## src/rtl/uart_cmd_parser_pkg.sv

```systemverilog
// Shared definitions for the UART command parser: command/error codes,
// ASCII constants, FSM state encoding and small byte-classification helpers.
package uart_cmd_pkg;

  typedef enum logic [2:0] {
    CMD_NONE      = 3'd0,
    CMD_TEMP      = 3'd1,
    CMD_HUMI      = 3'd2,
    CMD_CLEAR     = 3'd3,
    CMD_BACKLIGHT = 3'd4,
    CMD_POS       = 3'd5
  } cmd_code_t;

  typedef enum logic [1:0] {
    ERR_SYNTAX  = 2'd0,
    ERR_RANGE   = 2'd1,
    ERR_OVERRUN = 2'd2,
    ERR_TIMEOUT = 2'd3
  } err_code_t;

  typedef enum logic [1:0] {
    S_IDLE    = 2'd0,
    S_ARG     = 2'd1,
    S_DISCARD = 2'd2
  } state_t;

  localparam logic [7:0] ASCII_CR = 8'h0D;
  localparam logic [7:0] ASCII_LF = 8'h0A;
  localparam logic [7:0] ASCII_0  = 8'h30;
  localparam logic [7:0] ASCII_9  = 8'h39;
  localparam logic [7:0] ASCII_T  = 8'h54;
  localparam logic [7:0] ASCII_H  = 8'h48;
  localparam logic [7:0] ASCII_C  = 8'h43;
  localparam logic [7:0] ASCII_B  = 8'h42;
  localparam logic [7:0] ASCII_P  = 8'h50;

  function automatic logic is_term(input logic [7:0] b);
    return (b == ASCII_CR) || (b == ASCII_LF);
  endfunction

  function automatic logic is_digit(input logic [7:0] b);
    return (b >= ASCII_0) && (b <= ASCII_9);
  endfunction

  // Maps an (uppercase) command letter to its code; CMD_NONE means "not a command".
  function automatic cmd_code_t decode_letter(input logic [7:0] b);
    case (b)
      ASCII_T: return CMD_TEMP;
      ASCII_H: return CMD_HUMI;
      ASCII_C: return CMD_CLEAR;
      ASCII_B: return CMD_BACKLIGHT;
      ASCII_P: return CMD_POS;
      default: return CMD_NONE;
    endcase
  endfunction

  // B and P are meaningless without a value; T, H and C must not carry one.
  function automatic logic needs_arg(input cmd_code_t c);
    return (c == CMD_BACKLIGHT) || (c == CMD_POS);
  endfunction

endpackage

```

## src/rtl/uart_cmd_parser_timeout.sv

```systemverilog
// Inter-byte timeout for a partially received line. Down-counter that is
// reloaded while disabled or on every received byte; expired is asserted
// once the full TIMEOUT_MS*CLK_FREQ/1000 cycles elapse with no byte.
// TIMEOUT_MS = 0 removes the counter and ties expired low.
module uart_cmd_timeout #(
  parameter int CLK_FREQ   = 100_000_000,
  parameter int TIMEOUT_MS = 100
) (
  input  logic clk,
  input  logic reset,
  input  logic enable,
  input  logic restart,
  output logic expired
);

  // 64-bit arithmetic: 100 MHz x 100 ms does not fit in 32 bits.
  localparam longint unsigned LIMIT = 64'(TIMEOUT_MS) * 64'(CLK_FREQ) / 64'd1000;

  generate
    if (LIMIT == 0) begin : g_off
      logic unused_inputs;
      assign unused_inputs = &{1'b0, clk, reset, enable, restart};
      assign expired = 1'b0;
    end else begin : g_on
      localparam int CNT_W = (LIMIT > 1) ? $clog2(LIMIT) : 1;
      logic [CNT_W-1:0] cnt_reg;

      // Reload on reset/restart/idle, otherwise count down and park at zero.
      always_ff @(posedge clk) begin
        if (reset || restart || !enable) begin
          cnt_reg <= CNT_W'(LIMIT - 64'd1);
        end else if (cnt_reg != '0) begin
          cnt_reg <= cnt_reg - CNT_W'(1);
        end
      end

      // A byte in the expiry cycle wins, so expiry is masked by restart.
      assign expired = enable && !restart && (cnt_reg == '0);
    end
  endgenerate

endmodule

```

## src/rtl/uart_cmd_parser.sv

```systemverilog
// ASCII command-line parser downstream of the UART receiver.
// Lines are <letter>[0-3 digits]<CR|LF>; valid lines become one command on a
// valid/ready interface, bad lines produce a single one-cycle error strobe.
// Optional build macro: UART_CMD_LOWERCASE_EN (accept lowercase letters).
module uart_cmd_parser
  import uart_cmd_pkg::*;
#(
  parameter int CLK_FREQ   = 100_000_000,
  parameter int TIMEOUT_MS = 100
) (
  input  logic       clk,
  input  logic       reset,
  input  logic [7:0] rx_data,
  input  logic       rx_valid,
  output logic       cmd_valid,
  input  logic       cmd_ready,
  output logic [2:0] cmd_code,
  output logic [7:0] cmd_arg,
  output logic       err_valid,
  output logic [1:0] err_code,
  output logic [1:0] debug_state
);

  state_t     state_reg, state_next;
  cmd_code_t  pend_code_reg, pend_code_next;
  logic [9:0] acc_reg, acc_next;
  logic [1:0] ndig_reg, ndig_next;
  logic       cmd_valid_reg, cmd_valid_next;
  cmd_code_t  cmd_code_reg, cmd_code_next;
  logic [7:0] cmd_arg_reg, cmd_arg_next;
  logic       err_valid_reg, err_valid_next;
  err_code_t  err_code_reg, err_code_next;

  logic [7:0]  letter;
  cmd_code_t   letter_code;
  logic [11:0] acc_wide;
  logic        issue;
  logic        tmo_expired;

`ifdef UART_CMD_LOWERCASE_EN
  assign letter = ((rx_data >= 8'h61) && (rx_data <= 8'h7A)) ? (rx_data - 8'h20) : rx_data;
`else
  assign letter = rx_data;
`endif

  assign letter_code = decode_letter(letter);

  // Wide enough for 255*10+9 so the range check sees the true value.
  assign acc_wide = ({2'b00, acc_reg} * 12'd10) + {8'h00, rx_data[3:0]};

  uart_cmd_timeout #(
    .CLK_FREQ  (CLK_FREQ),
    .TIMEOUT_MS(TIMEOUT_MS)
  ) u_timeout (
    .clk    (clk),
    .reset  (reset),
    .enable (state_reg != S_IDLE),
    .restart(rx_valid),
    .expired(tmo_expired)
  );

  // Next-state, line validation and command/error output logic.
  always_comb begin
    state_next     = state_reg;
    pend_code_next = pend_code_reg;
    acc_next       = acc_reg;
    ndig_next      = ndig_reg;
    cmd_valid_next = cmd_valid_reg;
    cmd_code_next  = cmd_code_reg;
    cmd_arg_next   = cmd_arg_reg;
    err_valid_next = 1'b0;
    err_code_next  = err_code_reg;
    issue          = 1'b0;

    if (rx_valid) begin
      case (state_reg)
        S_IDLE: begin
          if (is_term(rx_data)) begin
            state_next = S_IDLE;
          end else if (letter_code != CMD_NONE) begin
            pend_code_next = letter_code;
            acc_next       = '0;
            ndig_next      = '0;
            state_next     = S_ARG;
          end else begin
            err_valid_next = 1'b1;
            err_code_next  = ERR_SYNTAX;
            state_next     = S_DISCARD;
          end
        end
        S_ARG: begin
          if (is_digit(rx_data)) begin
            if ((ndig_reg == 2'd3) || (acc_wide > 12'd255)) begin
              err_valid_next = 1'b1;
              err_code_next  = ERR_RANGE;
              state_next     = S_DISCARD;
            end else begin
              acc_next  = acc_wide[9:0];
              ndig_next = ndig_reg + 2'd1;
            end
          end else if (is_term(rx_data)) begin
            state_next = S_IDLE;
            if (needs_arg(pend_code_reg) != (ndig_reg != 2'd0)) begin
              err_valid_next = 1'b1;
              err_code_next  = ERR_SYNTAX;
            end else begin
              issue = 1'b1;
            end
          end else begin
            err_valid_next = 1'b1;
            err_code_next  = ERR_SYNTAX;
            state_next     = S_DISCARD;
          end
        end
        S_DISCARD: begin
          if (is_term(rx_data)) state_next = S_IDLE;
        end
        default: state_next = S_IDLE;
      endcase
    end else if (tmo_expired) begin
      state_next = S_IDLE;
      if (state_reg == S_ARG) begin
        err_valid_next = 1'b1;
        err_code_next  = ERR_TIMEOUT;
      end
    end

    // A same-cycle accept frees the slot, so the new command may load.
    if (issue) begin
      if (!cmd_valid_reg || cmd_ready) begin
        cmd_valid_next = 1'b1;
        cmd_code_next  = pend_code_reg;
        cmd_arg_next   = acc_reg[7:0];
      end else begin
        err_valid_next = 1'b1;
        err_code_next  = ERR_OVERRUN;
      end
    end else if (cmd_valid_reg && cmd_ready) begin
      cmd_valid_next = 1'b0;
      cmd_code_next  = CMD_NONE;
      cmd_arg_next   = '0;
    end
  end

  // State and output registers; reset drops any partial line and pending command.
  always_ff @(posedge clk) begin
    if (reset) begin
      state_reg     <= S_IDLE;
      pend_code_reg <= CMD_NONE;
      acc_reg       <= '0;
      ndig_reg      <= '0;
      cmd_valid_reg <= 1'b0;
      cmd_code_reg  <= CMD_NONE;
      cmd_arg_reg   <= '0;
      err_valid_reg <= 1'b0;
      err_code_reg  <= ERR_SYNTAX;
    end else begin
      state_reg     <= state_next;
      pend_code_reg <= pend_code_next;
      acc_reg       <= acc_next;
      ndig_reg      <= ndig_next;
      cmd_valid_reg <= cmd_valid_next;
      cmd_code_reg  <= cmd_code_next;
      cmd_arg_reg   <= cmd_arg_next;
      err_valid_reg <= err_valid_next;
      err_code_reg  <= err_code_next;
    end
  end

  assign cmd_valid   = cmd_valid_reg;
  assign cmd_code    = cmd_code_reg;
  assign cmd_arg     = cmd_arg_reg;
  assign err_valid   = err_valid_reg;
  assign err_code    = err_code_reg;
  assign debug_state = state_reg;

endmodule
```

## config.mk

```make
export PLATFORM = sky130hd
export DESIGN_NAME = uart_cmd_parser
export DESIGN_NICKNAME = d
export VERILOG_FILES = /design/src/rtl/uart_cmd_parser_pkg.sv /design/src/rtl/uart_cmd_parser_timeout.sv /design/src/rtl/uart_cmd_parser.sv
export SDC_FILE = /design/constraint.sdc
export NUM_CORES = 1
export LEC_CHECK = 0
export CORE_ASPECT_RATIO = 0.6
export CORE_MARGIN = 3
export CORE_UTILIZATION = 46
export CTS_CLUSTER_DIAMETER = 80
export DETAILED_ROUTE_END_ITERATION = 10
export PLACE_DENSITY = 0.75
export SYNTH_ARGS = -nofsm -noshare
export SYNTH_HDL_FRONTEND = slang
export SYNTH_HIERARCHICAL = 1
export SYNTH_SLANG_ARGS = --single-unit
```

## constraint.sdc

```tcl
create_clock -name clk -period 3.2 [get_ports clk]
set_input_delay 0.64 -clock clk [delete_from_list [all_inputs] [get_ports clk]]
set_output_delay 0.64 -clock clk [all_outputs]
set_load 0.02 [all_outputs]
```

==> reports/qor.csv, run 1 <==
metric,value,unit
outcome,finished with violations,
violations,negative setup slack,
grt_start_max_net_pins,31,
crit_fanout,7,
die_w,119,µm
boundaryPins,29,
required,3.39,ns
async_flop_share,0,
ys_ff_latch,56,
power.leakage,1.68,nW
initial_core_util,0.482,
syn_inst,416,
grt_use_total,0.217,
peakVddDrop,0.275,mV
wl,9.42,mm
cts_buffers,5,
period_needed,3.22,ns
cp_data_arrival_time,3.41,ns
drt_first_iter_violations,319,
cts_num_sinks,56,
cap_viol_max_count,0,
synth.most_common_cell,dfxtp_1,
final_cells,579,
dp.cells,568,
vias_per_cell,5.93,
power_frac_comb,0.067,
period_share,1.01,
holdPathStages,2,
power-per-cell-area,322,nW/µm²
num-nets-final,510,
htreeDepth,2,
r2r_start,acc_reg[3]$_SDFFE_PP0P_,
synth_area_leaders,"dfxtp_1 32%, ha_1 7.8%, nor2_1 5.1%",
total_power,1.44,mW
num_rows,24,
clockRootBuffer,clkbuf_16,
crit_type,reg -> reg,
setup-violations-final,3,
largest_register_ffs,24,
rr_endpoint,ndig_reg[0]$_SDFFE_PP0P_,
clockBufferDepth,2,
hold-path-endpoint,u_timeout/g_on.cnt_reg[18]$_SDFFE_PP0P_,
grt_pass1_wl,15.5,mm
rsz0062_at_grt,true,
power_switching_share,0.227,
clkSlewWorstSetupHoldPaths,0.08,ns
drc,0,
layout-drive-gt1-share,0.189,
drv_slew,0,
cts_tree,done,
synth_edf_count,0,
io_buffers,28,
p_clk_frac,0.447,
wl_per_cell,16.3,µm
p_switching,0.327,mW
core,7360,µm²
finalSetupTns,-0.0301,ns
hold_viol,0,
dp.final_hpwl,7.03,mm
synth_ff_type,dfxtp_1,
vias,3436,
overflow,0,
ys_seq_area_frac,0.316,
seqPwrFrac,0.486,
place_congestion,0.924,
min-delay-start,u_timeout/g_on.cnt_reg[18]$_SDFFE_PP0P_,
yosys-top-cells-count,"56 x dfxtp_1, 48 x nor2_1, 22 x ha_1, 20 x a21oi_1, 17 x nand2_1",
max_slew_margin,0.483,
yosys_warnings,6,
worstMarginPinSlew,0.760,ns
critPathLaunchType,flop,
cp_common_cell,ha_4,
syn_area_per_cell,8.53,µm²
drtAntennaViolNets,0,
p_int,1.11,mW
syn_area,3550,µm²
slowest_stage,or4_4,
diodes,0,
antenna_found_initial,0,
synth_fp_nets,452,
synth_top_area_frac,0.316,
dieHeight,74.0,µm
hold_path.class,reg -> reg,
fmax,311,MHz
path_cells,ha_4 -> ha_4 -> fa_2 -> nand2_2 -> or2_4 -> nor4_4 -> nand3_1 -> or4_4 -> a211oi_4 -> nor3_4 -> mux2_2,
first_global_vias,3076,
endpoint_kind,flop,
synth_largest_area_cell,dfxtp_1,
rrSetupSlack,-0.02,ns
r2r_cells,11,
drt_first_pass_iters,5,
critPathMaxStageDelay,0.55,ns
setup_ws,-0.0199,ns
clock_latency,0.30,ns
fin_skew,0.00612,ns
yosysUniqueCellTypes,72,
dieArea,8840,µm²
syn2layout_area_growth,26.1,%
-- power by group through the flow --
stage | logic [mW] | registers [mW] | clock network [mW]
floorplan | 0.0461 | 0.720 | 0
global placement | 0.0924 | 0.718 | 0
detailed placement | 0.0946 | 0.717 | 0
CTS | 0.0952 | 0.700 | 0.655
global route | 0.105 | 0.701 | 0.679
finish | 0.0970 | 0.700 | 0.644
-- layer usage --
metal | wire (µm) | GRT usage | share of wire
met1 | 4840 | 0.336 | 0.51
met2 | 3600 | 0.297 | 0.38
met3 | 841 | 0.0532 | 0.089
met4 | 143 | 0.0546 | 0.015
met5 | 0 | 0 | 0
-- worst max path at each step --
stage	from	to	slack (ns)
final	acc_reg[3]$_SDFFE_PP0P_	ndig_reg[0]$_SDFFE_PP0P_	-0.02
after global routing	acc_reg[3]$_SDFFE_PP0P_	ndig_reg[0]$_SDFFE_PP0P_	-0.15
after CTS	acc_reg[1]$_SDFFE_PP0P_	ndig_reg[0]$_SDFFE_PP0P_	-0.03
after detailed placement	rx_data[1]	ndig_reg[0]$_SDFFE_PP0P_	-0.28
after global placement	rx_data[1]	acc_reg[1]$_SDFFE_PP0P_	-0.18
after floorplan	acc_reg[1]$_SDFFE_PP0P_	ndig_reg[0]$_SDFFE_PP0P_	-0.02
-- layout by cell type (no fill, tap or decap), types with 3 or more instances in the layout --
cell | netlist | final
a211o_1 | 3 | 3
a211oi_1 | 6 | 5
a21oi_1 | 20 | 19
a22o_1 | 4 | 4
a22oi_1 | 11 | 11
and2_1 | 9 | 9
and4_1 | 4 | 4
buf_4 | 1 | 41
clkbuf_16 | 0 | 5
clkdlybuf4s50_1 | 0 | 28
dfxtp_1 | 56 | 52
ha_1 | 22 | 18
ha_4 | 0 | 4
inv_1 | 11 | 11
mux2i_1 | 10 | 9
nand2_1 | 17 | 16
nand2b_1 | 12 | 12
nand3_1 | 10 | 10
nand3b_1 | 3 | 3
nand4_1 | 5 | 5
nor2_1 | 48 | 48
nor2b_1 | 7 | 7
nor3_1 | 16 | 16
nor3b_1 | 4 | 3
nor4_1 | 7 | 7
o211ai_1 | 4 | 4
o21ai_0 | 14 | 14
o21ai_1 | 9 | 8
o31ai_1 | 4 | 4
o41ai_1 | 7 | 6
or2_1 | 4 | 3
or2_2 | 3 | 3
or3_1 | 3 | 3
or4_1 | 3 | 3
xnor2_1 | 9 | 9
xor2_1 | 3 | 3
-- area by class of cell --
cell class | instances | area (µm²)
fillers | 618 | 2880
multi-input cells | 329 | 2400
flip-flops and latches | 56 | 1130
repair buffers | 70 | 599
well taps | 104 | 130
clock buffers | 5 | 125
clock inverters | 3 | 47.5
inverters | 12 | 45.0
-- logic make-up (layout without fill, tap and decap cells) --
family | after synthesis | count (layout) | share of synthesized area
AOI/OAI and AO/OA | 107 | 107 | 0.213
xor gates and xnor gates | 12 | 12 | 0.0296
adders and majority gates | 24 | 24 | 0.0889
buffers and inverters | 31 | 90 | 0.0370
DFF | 56 | 56 | 0.316
muxes | 11 | 11 | 0.0314
and+or+nand+nor | 175 | 175 | 0.284
-- critical path: cells and delay by family (launching register included) --
kind | cells | cell delay, ns
AND/OR/NAND/NOR | 6 | 1.23
adder cells (fa/ha/maj) | 3 | 0.91
AO/OA/AOI/OAI | 1 | 0.29
flip-flops | 1 | 0.39
multiplexers | 1 | 0.29
-- metrics by stage --
stage	util	worst slack (ns)	hold WS [ns]	cell area, µm²
4_1_cts	0.603	-0.0272	0.496	4440
2_1_floorplan	-	-0.0192	0.434	3590
5_1_grt	0.608	-0.154	0.522	4470
3_5_place_dp	0.572	-0.279	0.485	4210
6_report	0.608	-0.0199	0.497	4470
3_3_place_gp	0.572	-0.180	0.465	4210
-- what timing repair did --
action | 4_1_cts | 5_1_grt
hold buffers | 0 | 0
endpoints found under the setup margin | 17 | 19
gates cloned | 0 | 0
pin swaps | 4 | 5
buffers inserted | 2 | 1
gates resized for setup | 10 | 6
No activity file was read; power rests on OpenSTA's default activity.
==> inputs of run 2 (changes only) <==
--- a/config.mk
+++ b/config.mk
@@ -7,10 +7,10 @@
 export LEC_CHECK = 0
 export CORE_ASPECT_RATIO = 0.6
 export CORE_MARGIN = 3
-export CORE_UTILIZATION = 46
+export CORE_UTILIZATION = 49
 export CTS_CLUSTER_DIAMETER = 80
 export DETAILED_ROUTE_END_ITERATION = 10
-export PLACE_DENSITY = 0.75
+export PLACE_DENSITY = 0.79
 export SYNTH_ARGS = -nofsm -noshare
 export SYNTH_HDL_FRONTEND = slang
 export SYNTH_HIERARCHICAL = 1
==> run 2 against run 1 <==
Effect of this change: the flow still finishes with violations (negative setup slack); count of clock-buffer cells in the layout grew 1; first-iteration DRC count shrank 1.6%; hold slack lost 0.0014 ns; critical endpoint unchanged; highest routed layer unchanged.
==> reports/qor.csv, run 2 (same netlist as run 1, synthesis figures left out) <==
metric,value,unit,change
critPathLaunchType,flop,,unchanged
hold_path.class,reg -> reg,,unchanged
dp.final_hpwl,7.20,mm,was 7.03 mm
r2r_start,acc_reg[3]$_SDFFE_PP0P_,,unchanged
worstMarginPinSlew,0.757,ns,was 0.760 ns
cp_data_arrival_time,3.47,ns,was 3.41 ns
clkSlewWorstSetupHoldPaths,0.07,ns,was 0.08 ns
power_frac_comb,0.071,,was 0.067
peakVddDrop,0.178,mV,was 0.275 mV
clockBufferDepth,2,,unchanged
postCtsHoldBufs,0,,unchanged
overflow,0,,unchanged
wl_per_cell,17.1,µm,was 16.3 µm
vias_per_cell,6.23,,was 5.93
period_share,1.03,,was 1.01
largest_register_ffs,24,,unchanged
required,3.39,ns,about the same
design_area,4410,µm²,was 4470 µm²
fmax,305,MHz,was 311 MHz
num-nets-final,506,,was 510
die_w,116,µm,was 119 µm
drt_first_iter_violations,314,,was 319
final_cell_mix,"52 x dfxtp_1, 48 x nor2_1, 37 x buf_4",,"was 52 x dfxtp_1, 48 x nor2_1, 41 x buf_4"
outcome,finished with violations,,unchanged
htreeDepth,2,,unchanged
total_power,1.37,mW,was 1.44 mW
cts_buffers,5,,unchanged
max_slew_margin,0.485,,was 0.483
boundaryPins,29,,unchanged
power-per-cell-area,312,nW/µm²,was 322 nW/µm²
seqPwrFrac,0.510,,was 0.486
num_rows,23,,was 24
endpoint_kind,flop,,unchanged
dieHeight,71.9,µm,was 74.0 µm
p_switching,0.320,mW,was 0.327 mW
period_needed,3.28,ns,was 3.22 ns
rsz0062_at_grt,true,,unchanged
finalSetupTns,-0.413,ns,was -0.0301 ns
p_clk_frac,0.419,,was 0.447
layout-drive-gt1-share,0.191,,was 0.189
critPathLaunch,acc_reg[3]$_SDFFE_PP0P_,,unchanged
setup_ws,-0.0805,ns,was -0.0199 ns
dp_slack,-0.253,ns,was -0.279 ns
min-delay-start,acc_reg[9]$_SDFFE_PP0P_,,was u_timeout/g_on.cnt_reg[18]$_SDFFE_PP0P_
wl,9.56,mm,was 9.42 mm
grt_start_max_net_pins,31,,unchanged
drc,0,,unchanged
postPlaceCellArea,4180,µm²,was 4210 µm²
cts_setup_buffers,0,,was 2
place_congestion,0.846,,was 0.924
setup-violations-final,13,,was 3
diodes,0,,unchanged
dieArea,8330,µm²,was 8840 µm²
io_buffers,28,,unchanged
fin_skew,0.00552,ns,was 0.00612 ns
final_common_cell,dfxtp_1,,unchanged
fillCellCount,543,,was 618
hold_slack,0.496,ns,was 0.497 ns
cts_tree,done,,unchanged
power.leakage,1.64,nW,was 1.68 nW
cap_viol_max_count,0,,unchanged
clock_latency,0.30,ns,about the same
final_util,0.643,,was 0.608
first_global_vias,3188,,was 3076
hold_viol,0,,unchanged
violations,negative setup slack,,unchanged
drv_slew,0,,unchanged
syn2layout_area_growth,24.2,%,was 26.1%
p_int,1.05,mW,was 1.11 mW
final_cells,558,,was 579
vias,3479,,was 3436
crit_fanout,7,,unchanged
dp.cells,550,,was 568
cts_num_sinks,56,,unchanged
crit_type,reg -> reg,,unchanged
clockRootBuffer,clkbuf_16,,unchanged
initial_core_util,0.518,,was 0.482
core,6850,µm²,was 7360 µm²
grt_use_total,0.239,,was 0.217
antenna_found_initial,0,,unchanged
grt_pass1_wl,15.8,mm,was 15.5 mm
drt_first_pass_iters,5,,unchanged
power_switching_share,0.233,,was 0.227
drtAntennaViolNets,0,,unchanged
==> run 2: layout make-up <==
type,count,area [µm²],area share
multi-input combinational,329,2400,0.545
sequential,56,1130,0.257
timing repair buffer,66,569,0.129
clock buffer,6,139,0.0315
tap,87,109,0.0247
inverter,12,45.0,0.0102
clock inverter,2,13.8,0.00312
==> run 2: timing repair <==
action                                  4_1_cts  5_1_grt
endpoints found under the setup margin       17       18
cloned                                        0        0
pin swaps                                     4        2
endpoints found under the hold margin         0        0
gates resized for setup                      10        9
==> run 2: power groups by stage <==
stage | clock (mW) | sequential, mW | combinational [mW]
floorplan | 0 | 0.720 | 0.0461
global placement | 0 | 0.718 | 0.0916
detailed placement | 0 | 0.718 | 0.0936
CTS | 0.586 | 0.701 | 0.0949
global route | 0.611 | 0.701 | 0.104
finish | 0.576 | 0.701 | 0.0968
==> run 2: per-layer routing <==
layer	global-route usage	vias to the layer above	part of all wire
li1	-	1670	-
met1	0.370	1649	0.49
met2	0.340	151	0.40
met3	0.0483	9	0.10
met4	0.0541	0	0.0083
met5	0	-	0
==> run 2: final timing paths <==
check / slack, ns / depth (start not counted) / end
setup / recovery: -0.08 / 11 / ndig_reg[0]$_SDFFE_PP0P_
hold / removal: 0.50 / 1 / acc_reg[9]$_SDFFE_PP0P_
setup reg to reg: -0.08 / 11 / ndig_reg[0]$_SDFFE_PP0P_
hold reg to reg: 0.50 / 1 / acc_reg[9]$_SDFFE_PP0P_
==> run 2: worst max-delay path, stage by stage, from the launching register on <==
cell	delay, ns
dfxtp_4	0.39
ha_4	0.21
ha_4	0.16
fa_2	0.54
nand2_2	0.06
or2_4	0.25
nor4_4	0.21
nand3_1	0.12
or4_4	0.55
a211oi_4	0.30
nor3_4	0.10
mux2_2	0.28
